--- src/rtl/mcpu_pkg.sv ---
// Shared constants for the mcpu memory/boot subsystem: default geometry and
// FSM state encoding.
package mcpu_pkg;

    localparam int AW      = 6;
    localparam int DW      = 8;
    localparam int IO_ADDR = 63;

    typedef logic [1:0] state_t;

    localparam state_t ST_IDLE  = 2'd0;
    localparam state_t ST_CLEAR = 2'd1;
    localparam state_t ST_LOAD  = 2'd2;
    localparam state_t ST_RUN   = 2'd3;

endpackage

--- src/rtl/mcpu_memsys_if.sv ---
// Core data bus, loader stream and IO pins of the mcpu memory subsystem.
// The slave side is the memsys block; the master side is the core/loader.
interface mcpu_memsys_if #(
    parameter int AW = mcpu_pkg::AW,
    parameter int DW = mcpu_pkg::DW
);
    import mcpu_pkg::*;

    logic          cpu_rst;
    logic [AW-1:0] cpu_adress;
    logic [DW-1:0] cpu_dataout;
    logic          cpu_oe;
    logic          cpu_we;
    logic [DW-1:0] cpu_datain;
    logic          ld_start;
    logic [AW:0]   ld_len;
    logic          ld_valid;
    logic [DW-1:0] ld_data;
    logic          ld_ready;
    logic          ld_busy;
    logic [DW-1:0] io_out;
    logic          io_stb;

    modport slave (
        output cpu_rst, cpu_datain, ld_ready, ld_busy, io_out, io_stb,
        input  cpu_adress, cpu_dataout, cpu_oe, cpu_we,
        input  ld_start, ld_len, ld_valid, ld_data
    );

    modport master (
        input  cpu_rst, cpu_datain, ld_ready, ld_busy, io_out, io_stb,
        output cpu_adress, cpu_dataout, cpu_oe, cpu_we,
        output ld_start, ld_len, ld_valid, ld_data
    );

endinterface

--- src/rtl/mcpu_ram64.sv ---
// Unified program/data RAM: combinational read, one synchronous write port.
// Contents are deliberately not reset.
module mcpu_ram64 #(
    parameter int AW = mcpu_pkg::AW,
    parameter int DW = mcpu_pkg::DW
) (
    input  logic          clk,
    input  logic          we,
    input  logic [AW-1:0] wa,
    input  logic [DW-1:0] wd,
    input  logic [AW-1:0] ra,
    output logic [DW-1:0] rd
);
    import mcpu_pkg::*;

    logic [DW-1:0] mem [2**AW];

    always_ff @(posedge clk) begin
        if (we) begin
            mem[wa] <= wd;
        end
    end

    assign rd = mem[ra];

endmodule

--- src/rtl/mcpu_memsys.sv ---
// Memory and boot subsystem of the mcpu core: program loader FSM, RAM write
// arbitration, core reset control and the memory-mapped output port.
//
//  state | meaning
//  IDLE  | after reset, core held in reset, waiting for ld_start
//  CLEAR | zeroing all RAM locations, one per cycle
//  LOAD  | accepting ld_len bytes from the loader into RAM[0..]
//  RUN   | core released; core writes go to RAM and io_out
module mcpu_memsys #(
    parameter int AW       = mcpu_pkg::AW,
    parameter int DW       = mcpu_pkg::DW,
    parameter int IO_ADDR  = mcpu_pkg::IO_ADDR,
    parameter int CLEAR_EN = 1
) (
    input  logic clk,
    input  logic rst,
    mcpu_memsys_if.slave bus
);
    import mcpu_pkg::*;

    localparam logic [AW:0]   DEPTH   = (AW+1)'(2**AW);
    localparam logic [AW-1:0] LAST    = '1;
    localparam logic [AW-1:0] IO_A    = AW'(IO_ADDR);
    localparam state_t        ST_FILL = (CLEAR_EN != 0) ? ST_CLEAR : ST_LOAD;

    state_t        state, state_nx;
    logic [AW:0]   cnt;
    logic [AW:0]   len;
    logic          cpu_rst_q;
    logic [DW-1:0] io_out_q;
    logic          io_stb_q;

    logic          cpu_wr;
    logic          io_wr;
    logic          ready;
    logic          accept;
    logic          ram_we;
    logic [AW-1:0] ram_wa;
    logic [DW-1:0] ram_wd;
    logic [DW-1:0] ram_rd;

    // The RAM write flop samples cpu_we on the rising edge, i.e. the value
    // the core held during the preceding clk-low phase.
    assign cpu_wr = (state == ST_RUN) && !bus.cpu_we;
    assign io_wr  = cpu_wr && (bus.cpu_adress == IO_A);
    assign ready  = (state == ST_LOAD) && (cnt < len);
    assign accept = ready && bus.ld_valid;

    always_comb begin
        ram_we = 1'b0;
        ram_wa = cnt[AW-1:0];
        ram_wd = '0;
        case (state)
            ST_CLEAR: ram_we = 1'b1;
            ST_LOAD: begin
                ram_we = accept;
                ram_wd = bus.ld_data;
            end
            ST_RUN: begin
                ram_we = cpu_wr;
                ram_wa = bus.cpu_adress;
                ram_wd = bus.cpu_dataout;
            end
            default: ram_we = 1'b0;
        endcase
    end

    always_comb begin
        state_nx = state;
        case (state)
            ST_IDLE:  if (bus.ld_start) state_nx = ST_FILL;
            ST_CLEAR: if (cnt[AW-1:0] == LAST) state_nx = ST_LOAD;
            ST_LOAD:  if (cnt == len) state_nx = ST_RUN;
            ST_RUN:   if (bus.ld_start) state_nx = ST_FILL;
            default:  state_nx = ST_IDLE;
        endcase
    end

    always_ff @(posedge clk) begin
        if (!rst) begin
            state     <= ST_IDLE;
            cnt       <= '0;
            len       <= '0;
            cpu_rst_q <= 1'b0;
            io_out_q  <= '0;
            io_stb_q  <= 1'b0;
        end else begin
            state     <= state_nx;
            cpu_rst_q <= (state_nx == ST_RUN);
            io_stb_q  <= io_wr;
            if (io_wr) begin
                io_out_q <= bus.cpu_dataout;
            end
            case (state)
                ST_IDLE, ST_RUN: begin
                    if (bus.ld_start) begin
                        cnt <= '0;
                        len <= (bus.ld_len > DEPTH) ? DEPTH : bus.ld_len;
                    end
                end
                ST_CLEAR: cnt <= (cnt[AW-1:0] == LAST) ? '0 : cnt + 1'b1;
                ST_LOAD:  if (accept) cnt <= cnt + 1'b1;
                default:  cnt <= cnt;
            endcase
        end
    end

    mcpu_ram64 #(.AW(AW), .DW(DW)) u_ram (
        .clk (clk),
        .we  (ram_we),
        .wa  (ram_wa),
        .wd  (ram_wd),
        .ra  (bus.cpu_adress),
        .rd  (ram_rd)
    );

    assign bus.cpu_datain = ram_rd;
    assign bus.cpu_rst    = cpu_rst_q;
    assign bus.ld_ready   = ready;
    assign bus.ld_busy    = (state == ST_CLEAR) || (state == ST_LOAD);
    assign bus.io_out     = io_out_q;
    assign bus.io_stb     = io_stb_q;

endmodule

--- src/flat_wrapper.sv ---
// flat-port wrapper written by rule: the top's interface ports become plain ports
module mcpu_memsys_flat import mcpu_pkg::*;
#(
    parameter int AW       = mcpu_pkg::AW,
    parameter int DW       = mcpu_pkg::DW,
    parameter int IO_ADDR  = mcpu_pkg::IO_ADDR,
    parameter int CLEAR_EN = 1
)
  (clk, rst, bus_cpu_rst, bus_cpu_datain, bus_ld_ready, bus_ld_busy, bus_io_out, bus_io_stb, bus_cpu_adress, bus_cpu_dataout, bus_cpu_oe, bus_cpu_we, bus_ld_start, bus_ld_len, bus_ld_valid, bus_ld_data);
  mcpu_memsys_if #(.AW(AW), .DW(DW)) bus_i ();
  input  logic clk;
  input  logic rst;
  output wire logic [$bits(bus_i.cpu_rst)-1:0] bus_cpu_rst;
  output wire logic [$bits(bus_i.cpu_datain)-1:0] bus_cpu_datain;
  output wire logic [$bits(bus_i.ld_ready)-1:0] bus_ld_ready;
  output wire logic [$bits(bus_i.ld_busy)-1:0] bus_ld_busy;
  output wire logic [$bits(bus_i.io_out)-1:0] bus_io_out;
  output wire logic [$bits(bus_i.io_stb)-1:0] bus_io_stb;
  input wire logic [$bits(bus_i.cpu_adress)-1:0] bus_cpu_adress;
  input wire logic [$bits(bus_i.cpu_dataout)-1:0] bus_cpu_dataout;
  input wire logic [$bits(bus_i.cpu_oe)-1:0] bus_cpu_oe;
  input wire logic [$bits(bus_i.cpu_we)-1:0] bus_cpu_we;
  input wire logic [$bits(bus_i.ld_start)-1:0] bus_ld_start;
  input wire logic [$bits(bus_i.ld_len)-1:0] bus_ld_len;
  input wire logic [$bits(bus_i.ld_valid)-1:0] bus_ld_valid;
  input wire logic [$bits(bus_i.ld_data)-1:0] bus_ld_data;
  assign bus_cpu_rst = bus_i.cpu_rst;
  assign bus_cpu_datain = bus_i.cpu_datain;
  assign bus_ld_ready = bus_i.ld_ready;
  assign bus_ld_busy = bus_i.ld_busy;
  assign bus_io_out = bus_i.io_out;
  assign bus_io_stb = bus_i.io_stb;
  assign bus_i.cpu_adress = bus_cpu_adress;
  assign bus_i.cpu_dataout = bus_cpu_dataout;
  assign bus_i.cpu_oe = bus_cpu_oe;
  assign bus_i.cpu_we = bus_cpu_we;
  assign bus_i.ld_start = bus_ld_start;
  assign bus_i.ld_len = bus_ld_len;
  assign bus_i.ld_valid = bus_ld_valid;
  assign bus_i.ld_data = bus_ld_data;
  mcpu_memsys #(.AW(AW), .DW(DW), .IO_ADDR(IO_ADDR), .CLEAR_EN(CLEAR_EN)) u_core (.clk(clk), .rst(rst), .bus(bus_i));
endmodule
--- config.mk ---
export PLATFORM = sky130hd
export DESIGN_NAME = mcpu_memsys_flat
export DESIGN_NICKNAME = d
export VERILOG_FILES = /design/src/rtl/mcpu_pkg.sv /design/src/rtl/mcpu_memsys_if.sv /design/src/rtl/mcpu_ram64.sv /design/src/rtl/mcpu_memsys.sv /design/src/flat_wrapper.sv
export SDC_FILE = /design/constraint.sdc
export NUM_CORES = 1
export LEC_CHECK = 0
export BUFFER_PORTS_ARGS = -buffer_cell sky130_fd_sc_hd__buf_2
export CAP_MARGIN = 20
export CORE_ASPECT_RATIO = 1.4
export CORE_MARGIN = 2
export CORE_UTILIZATION = 45
export CTS_CLUSTER_DIAMETER = 60
export CTS_CLUSTER_SIZE = 16
export DETAILED_ROUTE_END_ITERATION = 10
export SETUP_SLACK_MARGIN = 0.02
export SLEW_MARGIN = 20
export SYNTH_ARGS = -nofsm -noshare
export SYNTH_HDL_FRONTEND = slang
export SYNTH_HIERARCHICAL = 1
export SYNTH_SLANG_ARGS = --single-unit
--- constraint.sdc ---
create_clock -name clk -period 3.2 [get_ports clk]
set_input_delay 0.16 -clock clk [delete_from_list [all_inputs] [get_ports clk]]
set_output_delay 0.16 -clock clk [all_outputs]
set_load 0.02 [all_outputs]
==> results of run 1 <==
state kept, by name (all words and copies together) (netlist names):
register	cells
u_core/state	2
u_core/bus.cpu_rst	1
u_core/bus.io_stb	1
u_core/cnt	7
u_core/u_ram/mem	512
u_core/len	7
u_core/bus.io_out	8
placed cells by master, fill, tap and decap left out, types with 3 or more instances in the layout:
cell type / n
edfxtp_1: 512
buf_4: 130
mux4_2: 126
nor2_1: 103
buf_2: 50
clkbuf_16: 41
nand2_1: 37
mux2i_1: 31
dfxtp_1: 26
nand3_1: 20
a21oi_1: 18
mux2_2: 18
nor2b_1: 15
dlygate4sd3_1: 13
inv_1: 13
clkbuf_1: 11
ha_1: 11
o22ai_1: 10
nand2b_1: 9
a22o_2: 8
nor3_1: 8
o221ai_1: 8
o21ai_0: 7
nor3b_1: 6
buf_12: 6
a221oi_1: 6
nand4_1: 5
nand3b_1: 4
nor4_1: 4
o2111ai_1: 4
a211oi_1: 4
clkbuf_8: 3
nand4b_1: 3
o21a_1: 3
o221a_2: 3
a22oi_1: 3
o2bb2ai_1: 3
tightest hold or removal path, cell delays in order:
cell     delay (ns)
buf_2          0.15
nor3b_1        0.07
a21oi_1        0.11
nor2_1         0.04
power groups by stage:
stage | registers [mW] | clock network, mW | logic [mW]
3_3_place_gp | 8.52 | 0 | 2.06
6_report | 8.37 | 4.59 | 2.12
3_5_place_dp | 8.52 | 0 | 2.12
2_1_floorplan | 8.54 | 0 | 1.20
5_1_grt | 8.37 | 4.92 | 2.31
4_1_cts | 8.37 | 4.69 | 2.13
metrics by stage:
step / utilization / worst slack, ns / total power, mW / std cells
finish: 0.521 / 0.0901 / 15.1 / 1936
global route: 0.521 / 0.0206 / 15.6 / 1936
CTS: 0.521 / 0.0346 / 15.2 / 1936
detailed placement: 0.495 / 0.194 / 10.6 / 1869
global placement: 0.495 / 0.234 / 10.6 / 1869
floorplan: - / 0.196 / 9.74 / 1116
layer usage:
layer	vias to the layer above	global-route usage
li1	4900	-
met1	5838	0.275
met2	360	0.343
met3	66	0.0294
met4	0	0.0517
met5	-	0
cells by family after synthesis:
logic type | after synthesis
buffers and inverters | 71
AO/OA/AOI/OAI | 95
flip-flops | 538
AND/OR/NAND/NOR | 226
multiplexers | 175
adder cells (fa/ha/maj) | 11
how the worst max path moves through the flow:
stage | from | to | slack (ns) | depth (start not counted)
6_report | u_core/u_ram/mem[20][6] | bus_cpu_datain[6] | 0.09 | 7
3_5_place_dp | u_core/cnt[2] | u_core/u_ram/mem[25][2] | 0.19 | 11
4_1_cts | u_core/u_ram/mem[20][6] | bus_cpu_datain[6] | 0.03 | 7
2_1_floorplan | u_core/cnt[2] | u_core/u_ram/mem[62][0] | 0.20 | 9
5_1_grt | u_core/u_ram/mem[17][6] | bus_cpu_datain[6] | 0.02 | 7
3_3_place_gp | u_core/cnt[2] | u_core/u_ram/mem[17][3] | 0.23 | 11
area by class of cell:
type	instances	area, sq um	share of cell area
flip-flops and latches	538	15900	0.647
multi-input cells	507	5270	0.214
repair buffers	200	1490	0.0606
clock buffers	54	1090	0.0445
well taps	624	781	0.0318
inverters	13	48.8	0.00199
repair_timing:
action	4_1_cts	5_1_grt
endpoints found under the setup margin	0	123
hold buffers	13	0
resized for setup	0	2
hold endpoints to repair	18	0
==> out/metrics.csv, run 1 <==
metric;value;unit
synthTopCellsByCount;edfxtp_1, mux4_2, nor2_1;
min-delay-path-class;in -> reg;
synth.yosys.warnings;6;
synth_ff_type;edfxtp_1;
synthDominantCellAreaShare;0.714;
complex_gate_fraction_of_the_synthesized_area;0.0326;
outcome;finished clean;
detailed_place.area;23300;sq um
arrival;2.95;ns
power_report.internal_total;11.4;mW
hpwlAfterDp;32400;um
ant_nets;0;
io_pins;55;
timing.critical_path.buf_inv;2;
htreeDepth;2;
post_cts_buffers;0;
p_clk_frac;0.304;
clk_pin_slew_worst_paths;0.07;ns
timing_worst_slew_pin_value;0.869;ns
route.top_layer_used;met4;
number_of_enable_type_register_cells_in_the_synthesized_netlist;512;
maximum_number_of_pins_on_one_net_before_global_route_repair;65;
floorplan.die.height;263;um
slew_headroom;0.421;
power.switching;3.71;mW
finalSetupTns;0;ns
detailroute.via_count;11164;
die_w;189;um
post_synth_fa_ha_maj_area_fraction;0.00639;
detail_route.vias_per_cell;5.77;
number_of_pins_with_negative_max_slew_slack_in_the_final_report;0;
yosysUniqueCellTypes;55;
wl_met1;20300;um
crit_path_top_delay_cell;nor3_1;
crit_path_class;reg -> out;
hold_slack_final;0.0314;ns
ys_async_rst_share;0;
postSynthAreaPerCell;19.3;sq um
syn-instance-count;1116;
fp-row-count;94;
switching_share;0.246;
antennaDiodeCount;0;
synth-seq-cells;538;
hold_path_sink;u_core/len[1];
route.met3.wl;2760;um
area_delta_synth_final;14.1;%
muxShareOfSynthArea;0.156;
finalNetCount;1345;
finalWeightedCongestion;0.791;
cts_root_buf;clkbuf_16;
worstPathCellList;mux4_2 -> mux2_2 -> o221a_2 -> nor3_1 -> o32ai_1 -> buf_4 -> buf_2;
rr_worst_depth;12;
hold-path-cell-count;4;
antenna_found_initial;0;
core;47200;sq um
grt_pass1_vias;11440;
drive_above_1_share;0.299;
syn_area;21500;sq um
worst_clock_skew;0.0163;ns
setup_viol;0;
remaining_overflow_grt;0;
drt_wl_total;49300;um
worstPathMaxFanout;1;
vdd_ir_drop_max;0.442;mV
remaining_drc_errors;0;
clock_tree.buffer_depth;3;
grt_first_pass_wirelength;73800;um
cellPowerDensity;613;nW/um^2
sequentialPowerShare;0.555;
layout.cell_area.non_filler;24600;sq um
synthSimpleGateAreaFrac;0.0491;
ff2ff_setup_slack;0.28;ns
mappedNetlistNets;1162;
fill_cells;3695;
wire_per_inst;25.5;um
seq_area_frac_synth;0.738;
synth_top_family_by_area;multiplexers;
synth.area.top_cells;edfxtp_1, mux4_2, dfxtp_1;
achievable-frequency;0.322;GHz
top_count_cell_post_synth;edfxtp_1;
iteration_0_drc_count_of_the_detailed_router;1100;
part_of_the_power_in_combinational_logic;0.141;
buffer_ports.inserted;53;
clock-sinks;538;
floorplan.die_area;49700;sq um
gr-usage-all-layers;0.202;
crit_path_end_kind;output pin;
post-route-min-period;3.11;ns
crit-reg2reg-launch;u_core/cnt[2];
crit_path_start_kind;flip-flop;
hold_wc_startpoint;bus_ld_len[6];
grt_setup_unrepaired;false;
final.period_utilization;0.972;
synth_largest_area_cell;edfxtp_1;
worst-endpoint-required;3.04;ns
maxCapViolCount;0;
tritoncts.num_buffers;39;
initial_utilization;0.457;
synthXorXnorAreaFrac;0;
total_leakage_power;8.10;nW
timing.critical_path.max_delay_family;multiplexers;
r2r_end;u_core/u_ram/mem[62][0];
cts_tree;done;
detailed_routed_wire_length_on_met2;25100;um
finalHoldViolations;0;
timing.critical_path.slowest_cell_delay;0.48;ns
clock_latency;0.55;ns
drtPass1Iterations;5;
Note: power is estimated with default switching activity, not from simulation.
==> run 2, diff against run 1 <==
--- a/config.mk
+++ b/config.mk
@@ -13,6 +13,8 @@
 export CTS_CLUSTER_DIAMETER = 60
 export CTS_CLUSTER_SIZE = 16
 export DETAILED_ROUTE_END_ITERATION = 10
+export GPL_TIMING_DRIVEN = 1
+export RECOVER_POWER = 50
 export SETUP_SLACK_MARGIN = 0.02
 export SLEW_MARGIN = 20
 export SYNTH_ARGS = -nofsm -noshare
==> run 2 against run 1 <==
Compared with the run above: die area did not move; first-iteration DRC count shrank 4.2%; register-to-register slack about the same; clock skew barely moved; combinational power decreased by 2%; hold slack worse by 0.0027 ns; global-route usage unchanged; largest cell class unchanged.
==> out/metrics.csv, run 2 (synthesis gave the netlist of run 1 again) <==
metric;value;unit
outcome;finished clean;
route.met3.wl;2610;um
total_leakage_power;8.02;nW
cts_tree;done;
vdd_ir_drop_max;0.443;mV
antennaDiodeCount;0;
crit_path_top_delay_cell;nor3_1;
achievable-frequency;0.319;GHz
remaining_drc_errors;0;
worst-endpoint-required;3.04;ns
detailroute.via_count;11135;
wl_met1;20500;um
detailed_routed_wire_length_on_met2;25300;um
drive_above_1_share;0.282;
layout_common_cells;edfxtp_1, mux4_2, buf_4;
ant_nets;0;
timing.critical_path.slowest_cell_delay;0.50;ns
report.power.total;15.0;mW
maxCapViolCount;0;
final.period_utilization;0.980;
largest_reg_flops;512;
tritoncts.num_buffers;39;
antenna_found_initial;0;
finalHoldViolations;0;
max_flop_register;u_core/u_ram/mem;
gr-usage-all-layers;0.202;
drtPass1Iterations;5;
crit_path_end_kind;output pin;
finalSetupTns;0;ns
final_worst_setup_slack;0.0650;ns
remaining_overflow_grt;0;
mostFrequentLayoutCell;edfxtp_1;
maximum_number_of_pins_on_one_net_before_global_route_repair;65;
crit_path_start_kind;flip-flop;
grt_pass1_vias;11440;
clock-sinks;538;
io_pins;55;
finalNetCount;1345;
hpwlAfterDp;32400;um
wire_per_inst;25.5;um
finalWeightedCongestion;0.791;
post-route-min-period;3.14;ns
worst_clock_skew;0.0165;ns
initial_utilization;0.457;
floorplan.die.height;263;um
timing_worst_slew_pin_value;1.40;ns
route.top_layer_used;met4;
grt_first_pass_wirelength;73800;um
min-delay-path-class;in -> reg;
grt_setup_unrepaired;false;
timing.critical_path.buf_inv;2;
slew_headroom;0.0584;
setup_viol;0;
buffer_ports.inserted;53;
clk_pin_slew_worst_paths;0.07;ns
floorplan.die_area;49700;sq um
drt_wl_total;49400;um
worstPathMaxFanout;1;
detail_route.vias_per_cell;5.75;
cellPowerDensity;614;nW/um^2
crit_path_class;reg -> out;
worstPathCellList;mux4_2 -> mux2_2 -> o221a_2 -> nor3_1 -> o32ai_1 -> buf_4 -> buf_2;
arrival;2.98;ns
clock_tree.buffer_depth;3;
pre_cts_ws;0.194;ns
core;47200;sq um
cts_root_buf;clkbuf_16;
clock_latency;0.55;ns
timing.critical_path.max_delay_family;multiplexers;
die_w;189;um
fp-row-count;94;
iteration_0_drc_count_of_the_detailed_router;1054;
post_cts_buffers;0;
area_delta_synth_final;13.7;%
number_of_pins_with_negative_max_slew_slack_in_the_final_report;0;
htreeDepth;2;
run 2: worst reg2reg max path, stage by stage, from the launching register on:
cell and delay [ns]:
dfxtp_1 0.45, ha_1 0.30, a21oi_1 0.14, a21oi_1 0.15
nor3_2 0.25, a21oi_1 0.09, a21oi_1 0.16, buf_4 0.19
nor2b_2 0.22, nand3_1 0.12, buf_4 0.19, nor2_1 0.15
buf_4 0.21
run 2: final cells by class:
class                           count  area [sq um]
Fill cell                        3720         22700
Multi-Input combinational cell    507          5240
Timing Repair Buffer              200          1440
Tap cell                          624           781
Sequential cell                   538         15900
Inverter                           13          48.8
Clock buffer                       54          1090
run 2: stage by stage:
stage | utilization | instances | instance area [sq um] | hold slack [ns]
2_1_floorplan | - | 1116 | 21600 | 0.307
3_3_place_gp | 0.495 | 1869 | 23300 | 0.411
3_5_place_dp | 0.495 | 1869 | 23300 | 0.427
4_1_cts | 0.521 | 1936 | 24600 | 0.00493
5_1_grt | 0.519 | 1936 | 24500 | 0.0491
6_report | 0.519 | 1936 | 24500 | 0.0287
run 2: what timing repair did:
action / 4_1_cts / 5_1_grt
hold endpoints to repair: 18 / 0
endpoints found under the setup margin: 0 / 123
gates resized for setup: 0 / 2
hold buffers: 13 / 0
run 2: worst paths after layout:
| kind | to | slack (ns) | cells after the start | startpoint |
|---|---|---|---|---|
| setup reg to reg | u_core/u_ram/mem[62][0] | 0.27 | 12 | u_core/cnt[2] |
| hold / removal | u_core/len[1] | 0.03 | 4 | bus_ld_len[1] |
| hold reg to reg | u_core/len[6] | 0.48 | 2 | u_core/len[6] |
| setup / recovery | bus_cpu_datain[6] | 0.06 | 7 | u_core/u_ram/mem[20][6] |
run 2: metal layers:
layer / track usage / vias to the layer above
li1: - / 4900
met3: 0.0294 / 65
met5: 0 / -
met1: 0.275 / 5849
met4: 0.0517 / 0
met2: 0.343 / 321
run 2: power breakdown:
group / leakage (nW) / total [mW] / internal [mW] / switching (mW)
logic: 2.55 / 2.07 / 0.628 / 1.44
clock network: 0.533 / 4.59 / 2.37 / 2.23
registers: 4.94 / 8.38 / 8.34 / 0.0452
